File: config.mk
export PLATFORM = sky130hd
export DESIGN_NAME = gshare_predictor
export DESIGN_NICKNAME = d
export VERILOG_FILES = /design/src/rtl/gshare_predictor.sv
export SDC_FILE = /design/constraint.sdc
export NUM_CORES = 1
export LEC_CHECK = 0
export BUFFER_PORTS_ARGS = -buffer_cell sky130_fd_sc_hd__buf_4
export CAP_MARGIN = 20
export CORE_MARGIN = 2
export CORE_UTILIZATION = 54
export CTS_CLUSTER_SIZE = 20
export DETAILED_ROUTE_END_ITERATION = 10
export HOLD_SLACK_MARGIN = 0.15
export PLACE_DENSITY = 0.69
export SLEW_MARGIN = 20
export SYNTH_ARGS = -nofsm -noshare
export SYNTH_HDL_FRONTEND = slang
export SYNTH_SLANG_ARGS = --single-unit
File: constraint.sdc
create_clock -name clk_in -period 18.05 [get_ports clk_in]
set_input_delay 2.7075 -clock clk_in [delete_from_list [all_inputs] [get_ports clk_in]]
set_output_delay 2.7075 -clock clk_in [all_outputs]
set_load 0.005 [all_outputs]
File: src/rtl/gshare_predictor.sv
// gshare_predictor: PHT of saturating counters with optional global-history
// indexing, post-reset init sweep and RISC-V JAL/JALR/BRANCH decode.
// Define PREDICTOR_GSHARE_EN to XOR speculative history into the PHT index;
// left undefined the predictor is a plain bimodal table.
module gshare_predictor #(
    parameter int unsigned PHT_BITS  = 8,
    parameter int unsigned HIST_BITS = 8,
    parameter int unsigned CTR_BITS  = 2
) (
    input  logic                clk_in,
    input  logic                rst_in,
    input  logic                rdy_in,
    input  logic                enable_from_fetcher,
    input  logic [31:0]         pc_from_fetcher,
    input  logic [31:0]         inst_from_fetcher,
    output logic [31:0]         imm_to_fetcher,
    output logic                jump_predict_flag_to_fetcher,
    output logic                is_jalr_inst_to_fetcher,
    output logic [PHT_BITS-1:0] pht_index_to_fetcher,
    output logic                ready_to_fetcher,
    input  logic                enable_from_reorderbuffer,
    input  logic [PHT_BITS-1:0] pht_index_from_reorderbuffer,
    input  logic                jump_result_from_reorderbuffer,
    input  logic                clear_from_reorderbuffer
);

    localparam int unsigned PHT_SIZE = 1 << PHT_BITS;
    localparam logic [CTR_BITS-1:0] CTR_WNT = CTR_BITS'((1 << (CTR_BITS - 1)) - 1);
    localparam logic [CTR_BITS-1:0] CTR_MAX = '1;
    localparam logic [6:0] OP_JAL    = 7'b1101111;
    localparam logic [6:0] OP_JALR   = 7'b1100111;
    localparam logic [6:0] OP_BRANCH = 7'b1100011;

    typedef enum logic {S_INIT, S_RUN} state_t;

    state_t              state;
    logic [PHT_BITS-1:0] init_ptr;
    logic [CTR_BITS-1:0] pht [PHT_SIZE];

    logic [6:0]          opcode;
    logic                is_jal;
    logic                is_branch;
    logic [PHT_BITS-1:0] pc_idx;
    logic [CTR_BITS-1:0] lookup_ctr;
    logic [CTR_BITS-1:0] commit_ctr;
    logic [CTR_BITS-1:0] commit_ctr_next;

    // Bits of pc outside the index field never influence the prediction.
    wire unused_pc = ^{pc_from_fetcher[31:PHT_BITS+2], pc_from_fetcher[1:0]};

    assign opcode    = inst_from_fetcher[6:0];
    assign is_jal    = (opcode == OP_JAL);
    assign is_branch = (opcode == OP_BRANCH);
    assign pc_idx    = pc_from_fetcher[PHT_BITS+1:2];

`ifdef PREDICTOR_GSHARE_EN
    logic [HIST_BITS-1:0] spec_ghr;
    logic [HIST_BITS-1:0] commit_ghr;
    logic [HIST_BITS-1:0] commit_ghr_next;

    assign pht_index_to_fetcher = pc_idx ^ PHT_BITS'(spec_ghr);
    assign commit_ghr_next = enable_from_reorderbuffer
                           ? HIST_BITS'({commit_ghr, jump_result_from_reorderbuffer})
                           : commit_ghr;
`else
    // Bimodal build: history controls are accepted but ignored.
    wire unused_bimodal = ^{clear_from_reorderbuffer, enable_from_fetcher, HIST_BITS'(0)};

    assign pht_index_to_fetcher = pc_idx;
`endif

    // Fetch-side decode and lookup, zero latency.
    assign imm_to_fetcher = is_jal
        ? {{12{inst_from_fetcher[31]}}, inst_from_fetcher[19:12], inst_from_fetcher[20],
           inst_from_fetcher[30:21], 1'b0}
        : {{20{inst_from_fetcher[31]}}, inst_from_fetcher[7], inst_from_fetcher[30:25],
           inst_from_fetcher[11:8], 1'b0};
    assign is_jalr_inst_to_fetcher      = (opcode == OP_JALR);
    assign lookup_ctr                   = pht[pht_index_to_fetcher];
    assign jump_predict_flag_to_fetcher = is_jal
                                        | (is_branch && (state == S_RUN) && lookup_ctr[CTR_BITS-1]);
    assign ready_to_fetcher             = (state == S_RUN);

    // Saturating counter update for the committing branch.
    assign commit_ctr = pht[pht_index_from_reorderbuffer];
    always_comb begin
        commit_ctr_next = commit_ctr;
        if (jump_result_from_reorderbuffer) begin
            if (commit_ctr != CTR_MAX) commit_ctr_next = commit_ctr + CTR_BITS'(1);
        end else begin
            if (commit_ctr != '0) commit_ctr_next = commit_ctr - CTR_BITS'(1);
        end
    end

    // PHT storage: init sweep writes WNT, run mode applies commits.
    always_ff @(posedge clk_in) begin
        if (rdy_in) begin
            if (state == S_INIT) begin
                pht[init_ptr] <= CTR_WNT;
            end else if (enable_from_reorderbuffer) begin
                pht[pht_index_from_reorderbuffer] <= commit_ctr_next;
            end
        end
    end

    // Init/run FSM with sweep pointer and global histories.
    always_ff @(posedge clk_in or posedge rst_in) begin
        if (rst_in) begin
            state      <= S_INIT;
            init_ptr   <= '0;
`ifdef PREDICTOR_GSHARE_EN
            spec_ghr   <= '0;
            commit_ghr <= '0;
`endif
        end else if (rdy_in) begin
            if (state == S_INIT) begin
                init_ptr <= init_ptr + PHT_BITS'(1);
                if (&init_ptr) state <= S_RUN;
            end else begin
`ifdef PREDICTOR_GSHARE_EN
                commit_ghr <= commit_ghr_next;
                if (clear_from_reorderbuffer) begin
                    spec_ghr <= commit_ghr_next;
                end else if (enable_from_fetcher && is_branch) begin
                    spec_ghr <= HIST_BITS'({spec_ghr, jump_predict_flag_to_fetcher});
                end
`endif
            end
        end
    end

endmodule
==> summary.md <==
| Metric | Value |
|---|---|
| Leading register cell type out of synthesis | `edfxtp_1` |
| Setup bufs post-CTS | `0` |
| DIE WIDTH | `215.4 um` |
| Final HPWL DP | `37.24 mm` |
| Hold wc startpoint | `ready_to_fetcher$_DFFE_PP0P_` |
| Port Buffers | `82` |
| Row count | `77` |
| Syn Nets | `1534` |
| Final setup fails | `0` |
| Met2 layer usage reported by global route | `between 40% and 50%` |
| WS Path Type | `in2out` |
| Crit path buf inv count | `3` |
| Cells after Synth | `1454` |
| Slew margin rel. | `20.85%` |
| Post-route DRC | `0` |
| Commonest cells post-synth | `edfxtp_1, nor2_1, mux4_2` |
| Clock Sink Count | `521` |
| Final wirelength | `~60 mm` |
| Setup WS pre-CTS | `8.937 ns` |
| FFs w/ async S/R, synth | `1.727%` |
| Tightest Pin Transition | `between 1 and 1.5 ns` |
| Via count | `between 10000 and 15000` |
| Iter 0 DRT Violations | `1571` |
| Mean Syn Cell Area | `16.59 um^2` |
| Outcome | `complete, no violations` |
| Core ar. | `approximately 0.044 mm^2` |
| Endpoint type of the worst setup path | `primary output` |
| Fin Setup TNS | `0 ns` |
| GRT overflow | `0` |
| Placed cell area | `0.02485 mm^2` |
| Slew Viols, Final | `0` |
| Worst Setup Slack, final | `8.979 ns` |
| FMAX | `between 0.1 and 0.15 GHz` |
| Clock slew at reported path FFs | `0.07 ns` |
| Inserted Diodes | `0` |
| Top cell type's share of synthesized area | `63.73%` |
| Maximum clock path buffer count | `3` |
| GRT Max-Usage Layer | `met2` |
| Initial Utilization | `54.67%` |
| Clock H-tree levels | `2` |
| Final Skew | `0.01822 ns` |
| Minimum clock period | `9.071 ns` |
| Design area | `0.02666 mm^2` |
| Post-Syn Area | `0.02412 mm^2` |
| CTS root buf | `clkbuf_16` |
| LEAKAGE | `9.042 nW` |
| Die Height | `around 220 um` |
| Wire per inst | `28.56 um` |
| Final Cycle Share | `50.26%` |
| Post-CTS Hold Buffers | `0` |
| Post-synth EDFFs | `512` |
| Largest net degree at the start of global routing | `roughly 120` |
| Synthesized flop and latch total | `521` |
| First-pass GRT wire length | `about 90 mm` |
| Pwr dens | `102.8 mW/mm^2` |
| Initial antenna violation count | `0` |
| Worst EP arrival | `6.36 ns` |
| Post-CTS Resized | `0` |
| Avg Vias per Cell | `6.606` |
| Seq/Total Area, Yosys | `between 60% and 70%` |
| VDD IR-drop max | `0.08706 mV` |
| Drt pass-1 iters | `7` |
| Area growth, synth to finish | `10.50%` |
| Cell accounting for the most synthesized area | `edfxtp_1` |
| Share of layout cells above drive strength 1 | `26.18%` |
| Met3 Track Usage GR | `5.591%` |
| Crit path from | `pc_from_fetcher[2]` |
| Number of global-route vias before repair | `14301` |
| Gpl congestion | `0.8610` |
| WP data required | `15.34 ns` |
| Final hold vios | `0` |
| Global Route Usage Sum | `26.50%` |
| Clk_lat worst skew | `0.61 ns` |
| CTS Buf Count | `54` |
| M1 GR Usage | `36.43%` |
| Worst r2r src | `pht[138][0]$_DFFE_PP_` |
| Top-count cell post-synth | `edfxtp_1` |
| CP top delay family | `multiplexers` |
| CP max stage delay | `0.68 ns` |
| Post-synthesis cell type count | `between 50 and 60` |
| ANT nets after route | `0` |
| CP Max Fanout | `40` |
| Nets@finish | `1559` |
| Crit start category | `input pin` |
| Worst hold path class | `reg2reg` |
| Ports | `122` |
| Die Area | `0.04638 mm^2` |
| Ranking of synthesized cells by area | `edfxtp_1, mux4_2, nor2_1` |
| # Max-Cap Violations | `0` |
| RSZ-0062 raised after global routing | `false` |
| Critical-path cell list | `buf_4 > buf_4 > mux4_2 > mux4_2 > a22o_1 > a221oi_1 > mux4_2 > or4b_1 > a21oi_1 > buf_4` |
| CTS tree | `built` |
| CP max-delay cell | `buf_4` |
| YS warnings | `0` |
[worst reg2reg max path, delay by kind of cell (launching register included)]
family | cells | cell delay (ns)
AO/OA/AOI/OAI | 6 | 1.29
buffers and inverters | 2 | 1.43
flip-flops | 1 | 0.37
multiplexers | 1 | 0.49
AND/OR/NAND/NOR | 1 | 0.56
[area by class of cell]
type	count	area, um^2
fillers	3275	17470
inverters	4	15.01
clock inverters	34	316.6
well taps	592	740.7
flip-flops and latches	521	15600
clock buffers	67	1464
multi-input cells	795	7720
repair buffers	103	800.8
[per-stage QoR]
step                      hold WS (ns)  power, mW  instances  util, %
final                           0.6329      2.741       2116    60.41
after global routing            0.6633      2.814       2116    60.41
after CTS                       0.6226      2.750       2115    60.36
after detailed placement        0.6120      1.646       2014    56.32
after global placement          0.5812      1.640       2013    56.29
after floorplan                 0.5094      1.537       1454        -
[power by group]
part / internal, mW / switching [mW] / total (mW) / leakage, nW
combinational: 0.0753 / 0.200 / 0.276 / 2.62
clock: 0.659 / 0.456 / 1.12 / 0.870
sequential: 1.33 / 0.0224 / 1.35 / 5.55
total: 2.06 / 0.679 / 2.74 / 9.04
[worst paths after layout]
path | to | slack [ns] | depth (start not counted)
max in group asynchronous | init_ptr[7]$_DFFE_PP0P_ | 15.72 | 2
worst min register to register | ready_to_fetcher$_DFFE_PP0P_ | 0.63 | 1
min in group asynchronous | ready_to_fetcher$_DFFE_PP0P_ | 2.06 | 2
worst min-delay path | ready_to_fetcher$_DFFE_PP0P_ | 0.63 | 1
worst max-delay path | jump_predict_flag_to_fetcher | 8.98 | 10
worst max register to register | pht[92][0]$_DFFE_PP_ | 13.56 | 10
[flip-flops by register name, indices dropped and copies added (netlist names)]
register / cells
pht: 512
init_ptr: 8
ready_to_fetcher: 1
[per-layer routing]
metal	wire length, um	part of all wire (%)
met1	23690	39
met4	2194	3.6
met5	0	0
met3	5471	9.1
met2	29070	48
[cells by family after synthesis]
kind of cell,count (synthesis),share of synthesized area [%]
flip-flops,521,64.67
multiplexers,243,20.61
other,1,0.01555
AO/OA/AOI/OAI,117,3.449
buffers and inverters,138,3.439
AND/OR/NAND/NOR,426,7.516
adder cells (fa/ha/maj),1,0.05186
XOR/XNOR,7,0.2542
[layout by cell type, fill, tap and decap left out, drive strengths merged, types with 8 or more instances in the layout]
cell and n:
buf 103, dfrtp 9, edfxtp 512, clkbuf 67
nor2b 14, nand3b 11, a221oi 9, nand3 27
clkinv 25, a22oi 18, a22o 8, mux4 201
o221ai 11, a21oi 17, o21ai 17, or3 8
a21o 9, nor2 274, mux2 13, mux2i 29
nand2 63
Power figures use the tool's default switching activity.
